$ cat src/rtl/cmac_link_manager.sv
// cmac_link_manager
// Per-channel CMAC link supervisor sharing one rx_clk. Each channel synchronises
// its alignment status, walks RESET -> WAIT_ALIGN -> QUALIFY -> UP, pulses the
// CMAC rx datapath reset when alignment never arrives or is lost, and keeps
// saturating flap / timeout counters for software.

module cmac_link_manager #(
    parameter int          CHANNELS        = 2,
    parameter int unsigned ALIGN_CYCLES    = 644531250,
    parameter int unsigned RESET_CYCLES    = 50,
    parameter int unsigned DEBOUNCE_CYCLES = 1024,
    parameter int          CNT_W           = 16
) (
    input  logic                      rx_clk,
    input  logic                      rx_reset,
    input  logic [CHANNELS-1:0]       stat_rx_aligned,
    input  logic [CHANNELS-1:0]       force_reset,
    input  logic                      clear_counts,
    output logic [CHANNELS-1:0]       reset_rx_datapath,
    output logic [CHANNELS-1:0]       ctl_tx_enable,
    output logic [CHANNELS-1:0]       ctl_tx_send_rfi,
    output logic [CHANNELS-1:0]       link_up,
    output logic [CHANNELS*CNT_W-1:0] flap_count,
    output logic [CHANNELS*CNT_W-1:0] timeout_count
);

    typedef enum logic [1:0] {
        ST_RESET      = 2'd0,
        ST_WAIT_ALIGN = 2'd1,
        ST_QUALIFY    = 2'd2,
        ST_UP         = 2'd3
    } link_state_t;

    localparam logic [31:0]      RESET_LOAD    = 32'(RESET_CYCLES);
    localparam logic [31:0]      ALIGN_LOAD    = 32'(ALIGN_CYCLES);
    localparam logic [31:0]      DEBOUNCE_LOAD = 32'(DEBOUNCE_CYCLES);
    localparam logic [CNT_W-1:0] CNT_MAX       = {CNT_W{1'b1}};

    // Synchroniser stages
    logic [CHANNELS-1:0] sync_meta;
    logic [CHANNELS-1:0] aligned_s;

    // Per-channel FSM state and its two down-counters
    link_state_t state    [CHANNELS];
    link_state_t state_nx [CHANNELS];
    logic [31:0] timer    [CHANNELS];
    logic [31:0] timer_nx [CHANNELS];
    logic [31:0] qual     [CHANNELS];
    logic [31:0] qual_nx  [CHANNELS];

    // Events raised by the FSM for the counters
    logic [CHANNELS-1:0] flap_evt;
    logic [CHANNELS-1:0] timeout_evt;

    // Next values of the registered state decodes
    logic [CHANNELS-1:0] reset_nx;
    logic [CHANNELS-1:0] link_up_nx;

    // Saturating statistics
    logic [CNT_W-1:0] flap_q    [CHANNELS];
    logic [CNT_W-1:0] timeout_q [CHANNELS];

    // Two-flop synchroniser bringing the asynchronous alignment status into rx_clk
    always_ff @(posedge rx_clk or posedge rx_reset) begin
        if (rx_reset) begin
            sync_meta <= '0;
            aligned_s <= '0;
        end else begin
            sync_meta <= stat_rx_aligned;
            aligned_s <= sync_meta;
        end
    end

    assign ctl_tx_enable   = aligned_s;
    assign ctl_tx_send_rfi = ~aligned_s;

    // State register: FSM state, timers and the registered state decodes
    always_ff @(posedge rx_clk or posedge rx_reset) begin
        if (rx_reset) begin
            for (int i = 0; i < CHANNELS; i++) begin
                state[i] <= ST_RESET;
                timer[i] <= RESET_LOAD;
                qual[i]  <= '0;
            end
            reset_rx_datapath <= '1;
            link_up           <= '0;
        end else begin
            for (int i = 0; i < CHANNELS; i++) begin
                state[i] <= state_nx[i];
                timer[i] <= timer_nx[i];
                qual[i]  <= qual_nx[i];
            end
            reset_rx_datapath <= reset_nx;
            link_up           <= link_up_nx;
        end
    end

    // Next-state logic; force_reset overrides everything, alignment beats a timeout
    always_comb begin
        flap_evt    = '0;
        timeout_evt = '0;
        for (int i = 0; i < CHANNELS; i++) begin
            state_nx[i] = state[i];
            timer_nx[i] = timer[i];
            qual_nx[i]  = qual[i];

            if (force_reset[i]) begin
                state_nx[i] = ST_RESET;
                timer_nx[i] = RESET_LOAD;
            end else begin
                case (state[i])
                    ST_RESET: begin
                        if (timer[i] <= 32'd1) begin
                            state_nx[i] = ST_WAIT_ALIGN;
                            timer_nx[i] = ALIGN_LOAD;
                        end else begin
                            timer_nx[i] = timer[i] - 32'd1;
                        end
                    end

                    ST_WAIT_ALIGN: begin
                        if (aligned_s[i]) begin
                            state_nx[i] = ST_QUALIFY;
                            qual_nx[i]  = DEBOUNCE_LOAD;
                        end else if (timer[i] <= 32'd1) begin
                            state_nx[i]    = ST_RESET;
                            timer_nx[i]    = RESET_LOAD;
                            timeout_evt[i] = 1'b1;
                        end else begin
                            timer_nx[i] = timer[i] - 32'd1;
                        end
                    end

                    ST_QUALIFY: begin
                        if (!aligned_s[i]) begin
                            state_nx[i] = ST_WAIT_ALIGN;
                            timer_nx[i] = ALIGN_LOAD;
                        end else if (qual[i] <= 32'd1) begin
                            state_nx[i] = ST_UP;
                            qual_nx[i]  = '0;
                        end else begin
                            qual_nx[i] = qual[i] - 32'd1;
                        end
                    end

                    ST_UP: begin
                        if (!aligned_s[i]) begin
                            state_nx[i] = ST_RESET;
                            timer_nx[i] = RESET_LOAD;
                            flap_evt[i] = 1'b1;
                        end
                    end

                    default: begin
                        state_nx[i] = ST_RESET;
                        timer_nx[i] = RESET_LOAD;
                    end
                endcase
            end
        end
    end

    // Output decode of the upcoming state, registered in the state register
    always_comb begin
        reset_nx   = '0;
        link_up_nx = '0;
        for (int i = 0; i < CHANNELS; i++) begin
            reset_nx[i]   = (state_nx[i] == ST_RESET);
            link_up_nx[i] = (state_nx[i] == ST_UP);
        end
    end

    // Saturating counters; a clear wins over an increment in the same cycle
    always_ff @(posedge rx_clk or posedge rx_reset) begin
        if (rx_reset) begin
            for (int i = 0; i < CHANNELS; i++) begin
                flap_q[i]    <= '0;
                timeout_q[i] <= '0;
            end
        end else begin
            for (int i = 0; i < CHANNELS; i++) begin
                if (clear_counts) begin
                    flap_q[i] <= '0;
                end else if (flap_evt[i] && (flap_q[i] != CNT_MAX)) begin
                    flap_q[i] <= flap_q[i] + 1'b1;
                end

                if (clear_counts) begin
                    timeout_q[i] <= '0;
                end else if (timeout_evt[i] && (timeout_q[i] != CNT_MAX)) begin
                    timeout_q[i] <= timeout_q[i] + 1'b1;
                end
            end
        end
    end

    // Pack the per-channel counters onto the flat output buses
    for (genvar g = 0; g < CHANNELS; g++) begin : g_pack
        assign flap_count[g*CNT_W +: CNT_W]    = flap_q[g];
        assign timeout_count[g*CNT_W +: CNT_W] = timeout_q[g];
    end

endmodule

$ cat config.mk
export PLATFORM = sky130hd
export DESIGN_NAME = cmac_link_manager
export DESIGN_NICKNAME = d
export VERILOG_FILES = /design/src/rtl/cmac_link_manager.sv
export SDC_FILE = /design/constraint.sdc
export NUM_CORES = 1
export LEC_CHECK = 0
export CORE_ASPECT_RATIO = 0.6
export CORE_UTILIZATION = 50
export DETAILED_ROUTE_END_ITERATION = 8
export HOLD_SLACK_MARGIN = 0.1
export PLACE_DENSITY = 0.73
export SLEW_MARGIN = 5
export SYNTH_ARGS = -nofsm -noshare
export SYNTH_HDL_FRONTEND = slang
export SYNTH_SLANG_ARGS = --single-unit
$ cat constraint.sdc
create_clock -name rx_clk -period 9.91 [get_ports rx_clk]
set_input_delay 1.982 -clock rx_clk [delete_from_list [all_inputs] [get_ports rx_clk]]
set_output_delay 1.982 -clock rx_clk [all_outputs]
set_load 0.01 [all_outputs]
==> run metrics, run 1 <==
worst path required time=10.28 ns; TritonCTS Sinks=between 200 and 250; largest net degree at the start of global routing=roughly 130; row count=between 40 and 50; clk root buf=clkbuf_16; core area=around 21000 um^2; crit end category=flip-flop; vias=just over 9000; Final HPWL DP=17070 um; status=complete, no violations; largest stage delay on the critical path=between 0.5 and 0.6 ns; Post-Synthesis Cell Area=between 10000 and 15000 um^2; worst hold path class=reg2reg; RSZ-0062 raised after global routing=no; Slew Limit Headroom=20.94%; Worst VDD drop=roughly 0.00014 V; CP Max Fanout=12; fin nets=around 1300; Clock Latency Late Sink=approximately 0.50 ns; CTS buffer count=21; Tmin final=4.101 ns; Via density=~5.8; post-route ant nets=0; Tot GR Track Use=22.82%; synthesized instance count=around 1200; Primary FF master, synth=dfrtp_1; kind of critical path=in2reg; residual DRC count=0; ANT cells=0; Final Max Tran Viols=0; Pwr per Cell Area=~230 nW/um^2; Max Fclk=between 200 and 250 MHz; grt total ovfl=0; IO Pins=just under 80; max_cap viols=0; number of synthesized flops with an enable pin=0; LEAKAGE=between 5 and 6 nW; first-pass GRT wire length=41250 um; initial DRC count=around 860; initial core utilization=between 50% and 60%; Die Footprint=approximately 22000 um^2; initial antenna violation count=0; DRT Pass-1 Iters=5; Fillers=1871; vias in the first global route=8038; Slowest cell on crit path=clkdlybuf4s50_1; measured slew at the worst slew-check pin=roughly 1.2 ns; gpl congestion=about 0.83; H-tree levels=1; Bufs on Longest Clock Path=3; Die Ht=approximately 120 um; Clock Skew=around 0.010 ns; Cells on Worst Hold Path=0; worst hold margin=~0.34 ns; share of post-route cells with drive strength above 1=under 10%; CTS tree=done; setup TNS=0 ns; worst reg-to-reg path cell count=6; synthesized area per cell=9.053 um^2; Synth Register Bits=204; synth top area cells=dfrtp_1, nor2_1, o21ai_0; post-synth cell types=just over 60; worst path cell trace=clkdlybuf4s50_1 -> nor2b_1 -> o21ai_0 -> buf_4 -> nor4_2 -> nand4_1 -> nor4_1 -> xnor2_1 -> nor2_1; CTS hold repair buffers=0; area delta synth->final=15.32%; WP data arrival=~4.5 ns; port bufs=78; post-synth top area share=between 40 and 50%; Setup-failing EPs final=0; YS warnings=0; clock transition at the registers of the reported paths=0.06 ns; Startpoint Class=input port; sequential share of the synthesized area=47.16%; Mapped Nets=approximately 1200; Resized cells post-CTS=0; asr flop ratio synth=100.0%; die width=192.1 um; Post-Route WL=25110 um; number of failing hold endpoints at the final stage=0; Period Utilization, post-route=roughly 41%; post-CTS setup buffer count=0; post-synth top area cell=dfrtp_1; wire length per cell=16.17 um
## sequential cells by signal, indices dropped and copies added (netlist names)
| signal | count |
|---|---|
| timer | 64 |
| ctl_tx_enable | 2 |
| state | 4 |
| qual | 64 |
| reset_rx_datapath | 2 |
| flap_count | 32 |
| sync_meta | 2 |
| timeout_count | 32 |
| link_up | 2 |
## cells in the final DEF, fill, tap and decap left out, types with 16 or more instances in the layout
cell and n:
dfrtp_1 196, nor2_1 183, o21ai_0 106, nand2_1 83, clkdlybuf4s50_1 77, nor3_1 59
xnor2_1 57, a21oi_1 55, nand3_1 48, or3_1 39, xor2_1 36, inv_1 28
nor4_1 26, clkbuf_16 21, ha_1 20, nand4_1 19, o31ai_1 19, a31oi_1 16
## path summary, 6_finish.rpt
check,from,end,slack (ns)
worst max-delay path,force_reset[0],qual[61],5.81
worst min-delay path,sync_meta[0],ctl_tx_enable[0],0.34
worst max register to register,timer[36],timeout_count[12],6.96
worst min register to register,sync_meta[0],ctl_tx_enable[0],0.34
max in group asynchronous,rx_reset,timeout_count[26],6.30
min in group asynchronous,rx_reset,timeout_count[5],2.07
## layout make-up
cell class                      instances  area [um^2]  area share [%]
Multi-Input combinational cell        919         5441           43.51
Sequential cell                       204         5115           40.90
Timing Repair Buffer                   85        828.3           6.623
Clock buffer                           32        606.8           4.852
Tap cell                              279        349.1           2.791
Inverter                               29        116.4          0.9304
Clock inverter                          5        50.05          0.4002
## report_power, final
group	internal [mW]	switching (mW)
Combinational	0.371	0.616
Clock	0.447	0.322
Sequential	0.991	0.164
## layer usage
metal  global-route usage (%)  wire length [um]
met1                    36.82             13050
met4                    5.669               512
met2                    31.29             10250
met5                        0                 0
met3                    3.634              1301
## kinds of logic after synthesis
kind of cell,share of synthesized area [%]
simple gates,25.70
flops,47.16
buf+inv,2.746
xor+xnor,7.510
fa+ha+maj,2.307
compound gates,14.11
mux,0.4615
## synthesized netlist by cell type (15+ instances only)
| library cell | n |
|---|---|
| a31oi_1 | 16 |
| o31ai_1 | 19 |
| xnor2_1 | 57 |
| nand3_1 | 48 |
| dfrtp_1 | 196 |
| nand4_1 | 19 |
| nor4_1 | 26 |
| nand2_1 | 83 |
| or3_1 | 39 |
| nor2_1 | 183 |
| ha_1 | 20 |
| xor2_1 | 36 |
| o21ai_0 | 106 |
| a21oi_1 | 55 |
| clkbuf_1 | 37 |
| inv_1 | 29 |
| nor3_1 | 60 |
| or4_1 | 15 |
## metrics by stage
step / total power [mW] / setup WS (ns) / utilization (%) / cell area, um^2 / std cells
floorplan: 1.902 / 2.374 / - / 10850 / 1198
global placement: 2.118 / 5.443 / 56.07 / 11850 / 1516
detailed placement: 2.137 / 5.339 / 56.07 / 11850 / 1516
CTS: 2.921 / 5.842 / 59.18 / 12510 / 1553
global route: 3.119 / 5.587 / 59.18 / 12510 / 1553
finish: 2.911 / 5.809 / 59.18 / 12510 / 1553
## worst max-delay path, delay by kind of cell
| family | cells | cell delay (ns) |
|---|---|---|
| AND/OR/NAND/NOR | 5 | 1.49 |
| buffers and inverters | 2 | 0.74 |
| XOR/XNOR | 1 | 0.16 |
| AO/OA/AOI/OAI | 1 | 0.09 |
No activity file was read; power rests on OpenSTA's default activity.
==> inputs of run 2 (changes only) <==
--- a/config.mk
+++ b/config.mk
@@ -9,7 +9,7 @@
 export CORE_UTILIZATION = 50
 export DETAILED_ROUTE_END_ITERATION = 8
 export HOLD_SLACK_MARGIN = 0.1
-export PLACE_DENSITY = 0.73
+export PLACE_DENSITY = 0.75
 export SLEW_MARGIN = 5
 export SYNTH_ARGS = -nofsm -noshare
 export SYNTH_HDL_FRONTEND = slang
==> constraint.sdc (replaced) <==
create_clock -name rx_clk -period 3.76 [get_ports rx_clk]
set_input_delay 0.752 -clock rx_clk [delete_from_list [all_inputs] [get_ports rx_clk]]
set_output_delay 0.752 -clock rx_clk [all_outputs]
set_load 0.01 [all_outputs]
==> run 2 against run 1 <==
  * Utilization is 0.53 points higher
  * Clock skew hardly changed
  * Global-route usage is 1.0 points higher
  * Power grew to 2.6 times the previous value
  * First-iteration DRC count is 18% lower
  * Worst hold slack better by 0.013 ns
  * Critical endpoint is now timeout_count[12]
  * Register-to-register slack worse by 6.2 ns
  * Sequential share of layout area is 0.36 points lower
==> run metrics, run 2 (synthesized netlist as in run 1, its figures left out) <==
area delta synth->final=16.36%; CTS tree=done; Cells on Worst Hold Path=0; clk root buf=clkbuf_16; die width=192.1 um; setup TNS=0 ns; fin nets=approximately 1300; worst r2r src=timer[36]; crit end category=flip-flop; Routed met2 length=approximately 11000 um; post-route ant nets=0; Final Max Tran Viols=0; H-tree levels=1; Startpoint Class=flip-flop; IO Pins=79; core area=~21000 um^2; port bufs=78; Final HPWL DP=between 15000 and 20000 um; Period Utilization, post-route=80.03%; Fillers=between 1500 and 2000; most frequent cells in the layout=dfrtp_1, nor2_1, o21ai_0, nand2_1, clkdlybuf4s50_1; Clock Latency Late Sink=about 0.50 ns; hold path startpoint=sync_meta[0]; status=complete, no violations; r2r endpoint=timeout_count[12]; DRT Pass-1 Iters=5; share of post-route cells with drive strength above 1=under 10%; initial antenna violation count=0; largest stage delay on the critical path=0.62 ns; wire length per cell=16.61 um; LEAKAGE=around 5.5 nW; commonest non-fill, non-tap cell in the layout=dfrtp_1; grt total ovfl=0; CTS hold repair buffers=0; kind of critical path=reg2reg; worst path bufs/invs=0; Hold EP=ctl_tx_enable[0]; measured slew at the worst slew-check pin=slightly below 1 ns; Max Fclk=between 300 and 400 MHz; met1 WL=around 13000 um; residual DRC count=0; max_cap viols=0; power consumption=roughly 7.7 mW; DR WL met3=1320 um; setup slack, reg-to-reg=about 0.75 ns; largest net degree at the start of global routing=53; initial DRC count=between 700 and 800; Die Footprint=~22000 um^2; Slew Limit Headroom=about a third; gpl congestion=0.8346; vias in the first global route=8534; Post-Route WL=25990 um; setup ws final=around 0.75 ns; first-pass GRT wire length=43040 um; RSZ-0062 raised after global routing=no; family with the most delay on the worst path=simple AND/OR/NAND/NOR gates; Tot GR Track Use=23.85%; row count=41; worst path required time=approximately 4.2 ns; worst path cell trace=or4_1 -> nor3_1 -> and4_1 -> nand4_1 -> or3_1 -> a21oi_1; worst hold path class=reg2reg; TritonCTS Sinks=204; number of failing hold endpoints at the final stage=0; Die Ht=116.1 um; worst reg-to-reg path cell count=6; Tmin final=around 3.0 ns; biggest regs=qual: 64 flops, timer: 64 flops; Setup-failing EPs final=0; CTS buffer count=21; Final Non-Filler Cells=1565; CP Max Fanout=11; # placed instances=about 1500; ANT cells=0; Slowest cell on crit path=or4_1; Worst VDD drop=0.0003378 V; WP data arrival=between 3 and 4 ns; Clock Skew=between 0.009 and 0.01 ns; worst slack, placed=around 0.55 ns; Resized cells post-CTS=0; vias=9208; clock transition at the registers of the reported paths=0.06 ns; post-CTS setup buffer count=0; Pwr per Cell Area=608.2 nW/um^2; top sig layer=met4; Via density=about 6; Bufs on Longest Clock Path=3; initial core utilization=around half
run 2: layer usage:
layer	track usage, %	vias to the layer above
met5	0	-
met4	5.774	0
met3	3.786	34
met2	34.05	254
met1	37.44	4493
li1	-	4427
run 2: how the worst max path moves through the flow:
stage | start | to | slack, ns | cells past startpoint
floorplan | rx_reset | ctl_tx_enable[0] | 0.37 | 1
global placement | force_reset[0] | qual[58] | 0.68 | 8
detailed placement | force_reset[0] | qual[58] | 0.55 | 8
CTS | timer[36] | timeout_count[12] | 0.80 | 6
global route | timer[52] | timeout_count[12] | 0.54 | 6
finish | timer[36] | timeout_count[12] | 0.75 | 6
run 2: area by class of cell:
type | instances | area (um^2) | share of cell area (%)
clock inverter | 6 | 33.78 | 0.2677
tap | 279 | 349.1 | 2.766
multi-input combinational | 919 | 5441 | 43.12
clock buffer | 32 | 606.8 | 4.809
timing repair buffer | 96 | 960.9 | 7.615
inverter | 29 | 112.6 | 0.8923
sequential | 204 | 5115 | 40.53
run 2: metrics by stage:
| step | hold WS [ns] | area [um^2] | utilization (%) |
|---|---|---|---|
| global route | 0.3653 | 12620 | 59.71 |
| finish | 0.3577 | 12620 | 59.71 |
| floorplan | 0.3312 | 10850 | - |
| detailed placement | 0.3464 | 11980 | 56.68 |
| global placement | 0.3320 | 11980 | 56.68 |
| CTS | 0.3590 | 12620 | 59.71 |
run 2: power breakdown:
part / internal [mW] / total (mW) / switching, mW
Clock: 1.12 / 1.96 / 0.849
Sequential: 2.61 / 3.05 / 0.442
Combinational: 1.00 / 2.66 / 1.65
